<file path="src/rtl/sng_pkg.sv">
// Shared types and constants for the multi-channel stochastic number generator.
// Holds the FSM state type, stream length helper and maximal-length LFSR tap table.
package sng_pkg;

    typedef enum logic {S_IDLE, S_RUN} sng_state_e;

    // Stream length L = 2^w - 1, one beat per non-zero LFSR state
    function automatic int unsigned stream_len(input int unsigned w);
        return (32'd1 << w) - 32'd1;
    endfunction

    // Fibonacci XOR tap masks (bit k-1 set for tap k), maximal length for w = 3..16
    function automatic logic [15:0] lfsr_taps(input int unsigned w);
        logic [15:0] taps;
        case (w)
            3:       taps = 16'h0006;
            4:       taps = 16'h000C;
            5:       taps = 16'h0014;
            6:       taps = 16'h0030;
            7:       taps = 16'h0060;
            8:       taps = 16'h00B8;
            9:       taps = 16'h0110;
            10:      taps = 16'h0240;
            11:      taps = 16'h0500;
            12:      taps = 16'h0829;
            13:      taps = 16'h100D;
            14:      taps = 16'h2015;
            15:      taps = 16'h6000;
            16:      taps = 16'hD008;
            default: taps = 16'h0000;
        endcase
        return taps;
    endfunction

endpackage

</file>
<file path="src/rtl/sng_multi_lfsr.sv">
// One Fibonacci maximal-length LFSR lane with synchronous seed load and step enable.
// Exposes the state the lane would hold after one step, so the owner can register its comparison.
module sng_lfsr
    import sng_pkg::*;
#(
    parameter int unsigned W = 4
) (
    input  logic         clk_i,
    input  logic         rst_i,
    input  logic         load_i,
    input  logic [W-1:0] seed_i,
    input  logic         en_i,
    output logic [W-1:0] next_c_o
);

    localparam logic [W-1:0] TAPS = W'(lfsr_taps(W));

    logic [W-1:0] state_q, state_d;
    logic         fb;

    assign fb       = ^(state_q & TAPS);
    assign next_c_o = {state_q[W-2:0], fb};

    always_comb begin
        state_d = state_q;
        if (load_i) begin
            state_d = seed_i;
        end else if (en_i) begin
            state_d = next_c_o;
        end
    end

    // Reset to a non-zero value so the lane never parks in the lock-up state
    always_ff @(posedge clk_i or posedge rst_i) begin
        if (rst_i) begin
            state_q <= W'(1);
        end else begin
            state_q <= state_d;
        end
    end

endmodule

</file>
<file path="src/rtl/sng_multi.sv">
// Multi-channel unipolar SNG: each channel emits 2^W-1 beats holding exactly x ones,
// with shared framing FSM, back-pressure, last/done signalling and a correlated mode.
module sng_multi
    import sng_pkg::*;
#(
    parameter int unsigned W    = 4,
    parameter int unsigned N_CH = 8
) (
    input  logic              i_clk_sngm,
    input  logic              i_rst_sngm,
    input  logic [N_CH*W-1:0] i_x_sngm,
    input  logic              i_corr_sngm,
    input  logic              i_start_sngm,
    input  logic              i_stop_sngm,
    input  logic              i_ready_sngm,
    output logic [N_CH-1:0]   o_sn_sngm,
    output logic              o_valid_sngm,
    output logic              o_last_sngm,
    output logic              o_busy_sngm,
    output logic              o_done_sngm
);

    localparam int unsigned  L        = stream_len(W);
    localparam logic [W-1:0] LAST_CNT = W'(L);

    sng_state_e        state_q, state_d;
    logic [W-1:0]      cnt_q, cnt_d;
    logic              corr_q, corr_d;
    logic [N_CH-1:0]   sn_q, sn_d;
    logic              valid_q, valid_d;
    logic              last_q, last_d;
    logic              busy_q, busy_d;
    logic              done_q, done_d;
    logic              load, adv, clr, accept;
    logic [W-1:0]      nxt [N_CH];

    assign accept = valid_q & i_ready_sngm;

    // Framing FSM and shared beat counter
    always_comb begin
        state_d = state_q;
        cnt_d   = cnt_q;
        corr_d  = corr_q;
        valid_d = valid_q;
        last_d  = last_q;
        busy_d  = busy_q;
        done_d  = 1'b0;
        load    = 1'b0;
        adv     = 1'b0;
        clr     = 1'b0;
        case (state_q)
            S_IDLE: begin
                if (i_start_sngm && !i_stop_sngm) begin
                    state_d = S_RUN;
                    load    = 1'b1;
                    cnt_d   = W'(1);
                    corr_d  = i_corr_sngm;
                    valid_d = 1'b1;
                    busy_d  = 1'b1;
                    last_d  = 1'b0;
                end
            end
            S_RUN: begin
                if (i_stop_sngm) begin
                    state_d = S_IDLE;
                    cnt_d   = '0;
                    valid_d = 1'b0;
                    busy_d  = 1'b0;
                    last_d  = 1'b0;
                    clr     = 1'b1;
                end else if (accept) begin
                    if (cnt_q == LAST_CNT) begin
                        state_d = S_IDLE;
                        cnt_d   = '0;
                        valid_d = 1'b0;
                        busy_d  = 1'b0;
                        last_d  = 1'b0;
                        done_d  = 1'b1;
                        clr     = 1'b1;
                    end else begin
                        adv    = 1'b1;
                        cnt_d  = cnt_q + W'(1);
                        last_d = ((cnt_q + W'(1)) == LAST_CNT);
                    end
                end
            end
        endcase
    end

    for (genvar c = 0; c < N_CH; c++) begin : g_ch
        logic [W-1:0] seed;
        logic [W-1:0] x_in;
        logic [W-1:0] x_q, x_d;
        logic [W-1:0] rnd_adv;

        assign x_in = i_x_sngm[c*W +: W];
        assign seed = i_corr_sngm ? W'(1) : W'(c + 1);
        assign x_d  = load ? x_in : x_q;

        sng_lfsr #(.W(W)) u_lfsr (
            .clk_i    (i_clk_sngm),
            .rst_i    (i_rst_sngm),
            .load_i   (load),
            .seed_i   (seed),
            .en_i     (adv),
            .next_c_o (nxt[c])
        );

        // Correlated mode: every channel compares against lane 0
        if (c == 0) begin : g_sel0
            assign rnd_adv = nxt[0];
        end else begin : g_seln
            assign rnd_adv = corr_q ? nxt[0] : nxt[c];
        end

        assign sn_d[c] = load ? (seed <= x_in)
                       : adv  ? (rnd_adv <= x_q)
                       : clr  ? 1'b0
                       : sn_q[c];

        always_ff @(posedge i_clk_sngm or posedge i_rst_sngm) begin
            if (i_rst_sngm) begin
                x_q <= '0;
            end else begin
                x_q <= x_d;
            end
        end
    end

    always_ff @(posedge i_clk_sngm or posedge i_rst_sngm) begin
        if (i_rst_sngm) begin
            state_q <= S_IDLE;
            cnt_q   <= '0;
            corr_q  <= 1'b0;
            sn_q    <= '0;
            valid_q <= 1'b0;
            last_q  <= 1'b0;
            busy_q  <= 1'b0;
            done_q  <= 1'b0;
        end else begin
            state_q <= state_d;
            cnt_q   <= cnt_d;
            corr_q  <= corr_d;
            sn_q    <= sn_d;
            valid_q <= valid_d;
            last_q  <= last_d;
            busy_q  <= busy_d;
            done_q  <= done_d;
        end
    end

    assign o_sn_sngm    = sn_q;
    assign o_valid_sngm = valid_q;
    assign o_last_sngm  = last_q;
    assign o_busy_sngm  = busy_q;
    assign o_done_sngm  = done_q;

endmodule

</file>
<file path="config.mk">
export PLATFORM = sky130hd
export DESIGN_NAME = sng_multi
export DESIGN_NICKNAME = d
export VERILOG_FILES = /design/src/rtl/sng_pkg.sv /design/src/rtl/sng_multi_lfsr.sv /design/src/rtl/sng_multi.sv
export SDC_FILE = /design/constraint.sdc
export NUM_CORES = 1
export LEC_CHECK = 0
export ABC_CLOCK_PERIOD_IN_PS = 2800
export BUFFER_PORTS_ARGS = -buffer_cell sky130_fd_sc_hd__buf_2
export CORE_ASPECT_RATIO = 1.5
export CORE_MARGIN = 8
export CORE_UTILIZATION = 47
export CTS_CLUSTER_DIAMETER = 200
export CTS_CLUSTER_SIZE = 40
export DETAILED_ROUTE_END_ITERATION = 12
export HOLD_SLACK_MARGIN = 0.08
export PLACE_DENSITY = 0.81
export REMOVE_ABC_BUFFERS = 1
export SYNTH_ARGS = -nofsm -noshare
export SYNTH_HDL_FRONTEND = slang
export SYNTH_SLANG_ARGS = --single-unit
</file>
<file path="constraint.sdc">
create_clock -name i_clk_sngm -period 2.8 [get_ports i_clk_sngm]
set_clock_uncertainty 0.1 [all_clocks]
set_input_delay 0.56 -clock i_clk_sngm [delete_from_list [all_inputs] [get_ports i_clk_sngm]]
set_output_delay 0.56 -clock i_clk_sngm [all_outputs]
set_load 0.02 [all_outputs]
</file>
==> results of run 1 <==
## report_power, final
group | leakage [nW] | internal [mW] | switching [mW]
combinational | 1.47 | 0.469 | 0.681
sequential | 1.00 | 1.41 | 0.159
clock | 0.128 | 0.593 | 0.466
## how the worst max path moves through the flow
stage	slack [ns]	cells after the start	to	startpoint
6_report	0.35	7	o_sn_sngm[3]$_DFFE_PP0P_	corr_q$_DFFE_PP0P_
5_1_grt	0.23	7	o_sn_sngm[3]$_DFFE_PP0P_	corr_q$_DFFE_PP0P_
4_1_cts	0.41	7	o_sn_sngm[3]$_DFFE_PP0P_	corr_q$_DFFE_PP0P_
3_5_place_dp	0.46	7	o_sn_sngm[3]$_DFFE_PP0P_	corr_q$_DFFE_PP0P_
3_3_place_gp	0.58	7	o_sn_sngm[5]$_DFFE_PP0P_	i_corr_sngm
2_1_floorplan	-2.54	3	cnt_q[3]$_DFFE_PP0P_	i_stop_sngm
## area by class of cell
| class | count | area (sq um) | area share |
|---|---|---|---|
| multi-input combinational | 354 | 2220 | 0.423 |
| sequential | 81 | 2040 | 0.389 |
| timing repair buffer | 61 | 348 | 0.0664 |
| clock buffer | 10 | 229 | 0.0437 |
| inverter | 60 | 226 | 0.0432 |
| tap | 115 | 144 | 0.0275 |
| clock inverter | 6 | 35.0 | 0.00669 |
## cells by family (layout without fill, tap and decap cells)
family,Yosys count,after routing,share of synthesized area
multiplexers,1,1,0.00244
buffers and inverters,86,137,0.0807
AO/OA/AOI/OAI,144,144,0.183
XOR/XNOR,9,9,0.0171
flip-flops,81,81,0.441
adder cells (fa/ha/maj),47,47,0.127
AND/OR/NAND/NOR,153,153,0.149
## synth_stat cells, types with 8 or more instances
cell type | n | share of area
sky130_fd_sc_hd__nand2_1 | 94 | 0.076
sky130_fd_sc_hd__o21ai_0 | 87 | 0.094
sky130_fd_sc_hd__dfrtp_1 | 73 | 0.40
sky130_fd_sc_hd__inv_1 | 60 | 0.049
sky130_fd_sc_hd__ha_1 | 47 | 0.13
sky130_fd_sc_hd__nor2_1 | 16 | 0.013
sky130_fd_sc_hd__a21oi_1 | 15 | 0.016
sky130_fd_sc_hd__a31oi_1 | 12 | 0.016
sky130_fd_sc_hd__nand3_1 | 10 | 0.011
sky130_fd_sc_hd__nor2b_1 | 10 | 0.014
sky130_fd_sc_hd__clkbuf_1 | 8 | 0.0065
sky130_fd_sc_hd__dfstp_2 | 8 | 0.045
sky130_fd_sc_hd__xor2_1 | 8 | 0.015
## sequential cells by signal, summed over array words and instances (netlist names)
register / cells
cnt_q: 4
corr_q: 1
g_ch.u_lfsr.state_q: 32
g_ch.x_q: 32
o_busy_sngm: 1
o_done_sngm: 1
o_last_sngm: 1
o_sn_sngm: 8
state_q: 1
## per-stage QoR
step                      setup slack (ns)  total power [mW]
after global routing                 0.226              4.04
final                                0.346              3.78
after CTS                            0.407              3.79
after floorplan                      -2.54              2.33
after detailed placement             0.464              2.72
after global placement               0.576              2.63
## metal layers
layer  global-route usage  routed length, um
met1                0.179               4270
met2                0.326               6180
met3               0.0256                433
met4                0.114                368
met5                    0                  0
==> impl_metrics.ini, run 1 <==
[detailed_routing]
dr.first_iter.drc_count = 277
wl_per_cell_um = 16.4
routed_wirelength_um = 11300
antenna_violating_nets_post_route = 0
drcViolationCount = 0
route.vias.total = 3940
drt_pre_antenna_iters = 5
route.detailed.vias_per_inst = 5.74

[floorplanning]
die_w_um = 97.0
io_pins = 50
die_height_um = 137
row_count = 44
fp.coreArea_sq_um = 9630
fp.dieArea_sq_um = 13300
floorplan.initialDensity = 0.480

[logic_synthesis]
syn-instance-count = 521
number_of_synthesized_flops_with_an_enable_pin = 0
syn-cell-area_sq_um = 4620
synth-async-reset-ratio = 1.00
syn_area_per_cell_sq_um = 8.87
synth_cell_types = 47
synthFlopType = sky130_fd_sc_hd__dfrtp_1
synth_seq_cells = 81
sequential_to_total_area_share_from_yosys_stat = 0.441
yosysWarnings = 0

[timing]
worst_slew_margin_rel = 0.569
fin_setup_tns_ns = 0
max_freq_ghz = 0.408
finalMaxSlewViolations = 0
post-route-period-util = 0.876
final-hold-violation-count = 0
finalSetupViolCount = 0
timing.final.crit_period_ns = 2.45
grt_setup_unrepaired = false
worst_hold_slack_ns = 0.0760
max_slew.worst_pin.slew_ns = 0.646

[grt]
overflow = 0
number_of_antenna_violations_at_the_first_check_in_global_routing = 0
first_global_vias = 4227
grt_first_pass_wirelength_um = 19100
globalRouteTotalUtil = 0.175
grt_max_degree = 63

[power]
pleak_nw = 2.60
irDropWorstVdd_mv = 0.473
power_density_nw_per_um2 = 722

[critical_path]
path_class = reg2reg
setup_crit_end_kind = register
worst-path-buf-inv = 1
cp_common_cell = sky130_fd_sc_hd__o21ai_0
worst_setup_path_start_kind = register
worstPathArrival_ns = 2.60
max_stage_delay_ns = 0.68
crit_required_ns = 2.95
timing.reg2reg.setup_slack_ns = 0.35
cp_cell_sequence = buf_4, o21ai_0, ha_1, and3b_1, a2111oi_0, o21ai_0, o211ai_1
crit_fanout = 21
r2r-end = o_sn_sngm[3]$_DFFE_PP0P_
slowest_stage = sky130_fd_sc_hd__dfrtp_1
timing.critical_path.max_delay_family = compound AO/OA/AOI/OAI gates
reg2reg_from = corr_q$_DFFE_PP0P_
reg2regPathDepth = 7

[final_layout]
most-common-layout-cells = sky130_fd_sc_hd__nand2_1, sky130_fd_sc_hd__o21ai_0, sky130_fd_sc_hd__dfrtp_1, sky130_fd_sc_hd__inv_1, sky130_fd_sc_hd__buf_2
layout-drive-gt1-share = 0.161
antenna_cells_inserted = 0
n_fill_cell = 824
post-route-util = 0.544
layoutNonFillerInstCount = 687
final_common_cell = sky130_fd_sc_hd__nand2_1
area_delta_synth_final_pct = 13.3
finalInstanceArea_sq_um = 5240
design.final.nets = 652

[placement]
placedInstanceArea_sq_um = 4970
place.port_buffers = 49
cell_count_after_placement = 671
gp_congestion = 0.876
hpwlAfterDp_um = 7920

[run]
max-cap-violations = 0

[clocking]
clock-root-buffer = sky130_fd_sc_hd__clkbuf_16
total_of_hold_buffers_inserted_after_clock_tree_synthesis = 0
cts.sinks = 81
clk_latency_ns = 0.34
cts_tree = done
cts_htree_levels = 3
cts_setup_buffers = 0
cts.repair.resized = 0
clock_tree.buffer_depth = 2
clkTransAtPathRegs_ns = 0.06
cts_made_buffers = 9

[min_path]
worst_hold_path_type = in2async

[status]
run_status = finished, final reports clean
Power figures use the tool's default switching activity.
==> run 2: changes to the inputs <==
--- a/config.mk
+++ b/config.mk
@@ -9,12 +9,12 @@
 export BUFFER_PORTS_ARGS = -buffer_cell sky130_fd_sc_hd__buf_2
 export CORE_ASPECT_RATIO = 1.5
 export CORE_MARGIN = 8
-export CORE_UTILIZATION = 47
+export CORE_UTILIZATION = 50
 export CTS_CLUSTER_DIAMETER = 200
 export CTS_CLUSTER_SIZE = 40
 export DETAILED_ROUTE_END_ITERATION = 12
 export HOLD_SLACK_MARGIN = 0.08
-export PLACE_DENSITY = 0.81
+export PLACE_DENSITY = 0.84
 export REMOVE_ABC_BUFFERS = 1
 export SYNTH_ARGS = -nofsm -noshare
 export SYNTH_HDL_FRONTEND = slang
==> run 2 against run 1 <==
  * Clock-buffer cell count increased by 3
  * Power increased by 3.1%
  * Cell count decreased by 0.29%
  * Highest routed layer unchanged
==> impl_metrics.ini, run 2 (synthesized netlist as in run 1, its figures left out) <==
[placement]
place.port_buffers = 49
gp_congestion = 0.877
hpwlAfterDp_um = 8020

[clocking]
clock_tree.buffer_depth = 2
cts_setup_buffers = 0
cts_made_buffers = 9
cts_htree_levels = 3
clkTransAtPathRegs_ns = 0.06
cts.sinks = 81
total_of_hold_buffers_inserted_after_clock_tree_synthesis = 0
cts.repair.resized = 0
cts_tree = done
clk_latency_ns = 0.34
clock-root-buffer = sky130_fd_sc_hd__clkbuf_16

[detailed_routing]
wl_per_cell_um = 16.5
antenna_violating_nets_post_route = 0
route.detailed.vias_per_inst = 5.74
routed_wirelength_um = 11300
dr.first_iter.drc_count = 397
route.vias.total = 3932
drcViolationCount = 0
drt_pre_antenna_iters = 5

[final_layout]
antenna_cells_inserted = 0
area_delta_synth_final_pct = 13.9
multi_input_comb_area_sq_um = 2220
layout-drive-gt1-share = 0.159
n_fill_cell = 782
post-route-util = 0.576
final_common_cell = sky130_fd_sc_hd__nand2_1
final-seq-area_sq_um = 2040
design.final.nets = 653
most-common-layout-cells = sky130_fd_sc_hd__nand2_1, sky130_fd_sc_hd__o21ai_0, sky130_fd_sc_hd__dfrtp_1, sky130_fd_sc_hd__inv_1, sky130_fd_sc_hd__buf_2

[critical_path]
slowest_stage = sky130_fd_sc_hd__dfrtp_1
setup_crit_end_kind = register
cp_cell_sequence = xnor2_1, nand2_1, o21ai_0, ha_1, and3b_1, a2111oi_0, o21ai_0, o211ai_1
max_stage_delay_ns = 0.44
crit_required_ns = 2.96
timing.critical_path.max_delay_family = compound AO/OA/AOI/OAI gates
worst-path-buf-inv = 0
crit_fanout = 7
worst_setup_path_start_kind = register
cp_common_cell = sky130_fd_sc_hd__o21ai_0
path_class = reg2reg
worstPathArrival_ns = 2.47

[timing]
final-hold-violation-count = 0
post-route-period-util = 0.825
worst_slew_margin_rel = 0.548
worst_hold_slack_ns = 0.194
finalSetupViolCount = 0
grt_setup_unrepaired = false
max_freq_ghz = 0.433
max_slew.worst_pin.slew_ns = 0.678
finalMaxSlewViolations = 0
timing.final.crit_period_ns = 2.31

[grt]
grt_first_pass_wirelength_um = 19300
first_global_vias = 4148
grt_max_degree = 46
overflow = 0
number_of_antenna_violations_at_the_first_check_in_global_routing = 0
globalRouteTotalUtil = 0.192

[floorplanning]
floorplan.initialDensity = 0.505
fp.dieArea_sq_um = 12600
fp.coreArea_sq_um = 9150
row_count = 43
die_height_um = 134
io_pins = 50
die_w_um = 94.5

[power]
switching_share = 0.335
pleak_nw = 2.62
switchingPower_mw = 1.30
irDropWorstVdd_mv = 0.399
power_share_of_the_clock_group = 0.301
seq_power_share = 0.402
power.share.combinational = 0.297
power_density_nw_per_um2 = 740
cell_internal_pwr_mw = 2.59

[status]
run_status = finished, final reports clean

[run]
max-cap-violations = 0

[min_path]
worst_hold_path_type = in2async
## run 2: changes by cell type in the layout (fill, tap and decap cells not counted)
cell | before | now
sky130_fd_sc_hd__clkinv_2 | 5 | 3
sky130_fd_sc_hd__buf_4 | 11 | 12
sky130_fd_sc_hd__clkinvlp_4 | 2 | 0
sky130_fd_sc_hd__bufinv_16 | 0 | 1
sky130_fd_sc_hd__clkbuf_8 | 0 | 1
sky130_fd_sc_hd__clkbuf_1 | 1 | 3
## run 2: per-layer routing
layer / GRT usage / routed length [um] / vias up
li1: - / - / 1871
met1: 0.209 / 4420 / 1917
met2: 0.333 / 6040 / 117
met3: 0.0445 / 503 / 27
met4: 0.0994 / 348 / 0
met5: 0 / 0 / -
## run 2: power by group through the flow
stage | clock [mW] | combinational (mW) | sequential, mW
finish | 1.17 | 1.16 | 1.57
global route | 1.25 | 1.32 | 1.59
CTS | 1.19 | 1.15 | 1.56
detailed placement | 0 | 1.13 | 1.58
global placement | 0 | 1.05 | 1.57
floorplan | 0 | 0.738 | 1.60
## run 2: metrics by stage
stage	area (sq um)	total power [mW]	TNS [ns]	cells	worst slack (ns)
floorplan	4470	2.33	-94.40	495	-2.54
global placement	4980	2.62	0	669	0.600
detailed placement	4980	2.71	0	669	0.405
CTS	5270	3.90	0	685	0.522
global route	5270	4.16	0	685	0.220
finish	5270	3.90	0	685	0.491
## run 2: final cells by class
type                       count  area share
sequential                    81       0.387
clock inverter                 3     0.00760
clock buffer                  13      0.0475
timing repair buffer          62      0.0675
tap                          112      0.0266
multi-input combinational    354       0.421
inverter                      60      0.0430
## run 2: worst register-to-register path: stages, from the launching register on
cell,delay (ns)
sky130_fd_sc_hd__dfrtp_1,0.44
sky130_fd_sc_hd__xnor2_1,0.31
sky130_fd_sc_hd__nand2_1,0.27
sky130_fd_sc_hd__o21ai_0,0.17
sky130_fd_sc_hd__ha_1,0.18
sky130_fd_sc_hd__and3b_1,0.18
sky130_fd_sc_hd__a2111oi_0,0.31
sky130_fd_sc_hd__o21ai_0,0.16
sky130_fd_sc_hd__o211ai_1,0.10
## run 2: worst paths after layout
kind	from	to	slack, ns	depth (start not counted)
min in group i_clk_sngm	i_x_sngm[24]	g_ch[6].x_q[0]$_DFFE_PP0P_	0.32	3
max in group asynchronous	i_rst_sngm	g_ch[7].u_lfsr.state_q[0]$_DFFE_PP1P_	1.68	3
worst max register to register	g_ch[0].u_lfsr.state_q[2]$_DFFE_PP0P_	o_sn_sngm[3]$_DFFE_PP0P_	0.49	8
worst max-delay path	g_ch[0].u_lfsr.state_q[2]$_DFFE_PP0P_	o_sn_sngm[3]$_DFFE_PP0P_	0.49	8
worst min register to register	g_ch[5].x_q[0]$_DFFE_PP0P_	g_ch[5].x_q[0]$_DFFE_PP0P_	0.40	2
worst min-delay path	i_rst_sngm	g_ch[7].x_q[2]$_DFFE_PP0P_	0.19	2
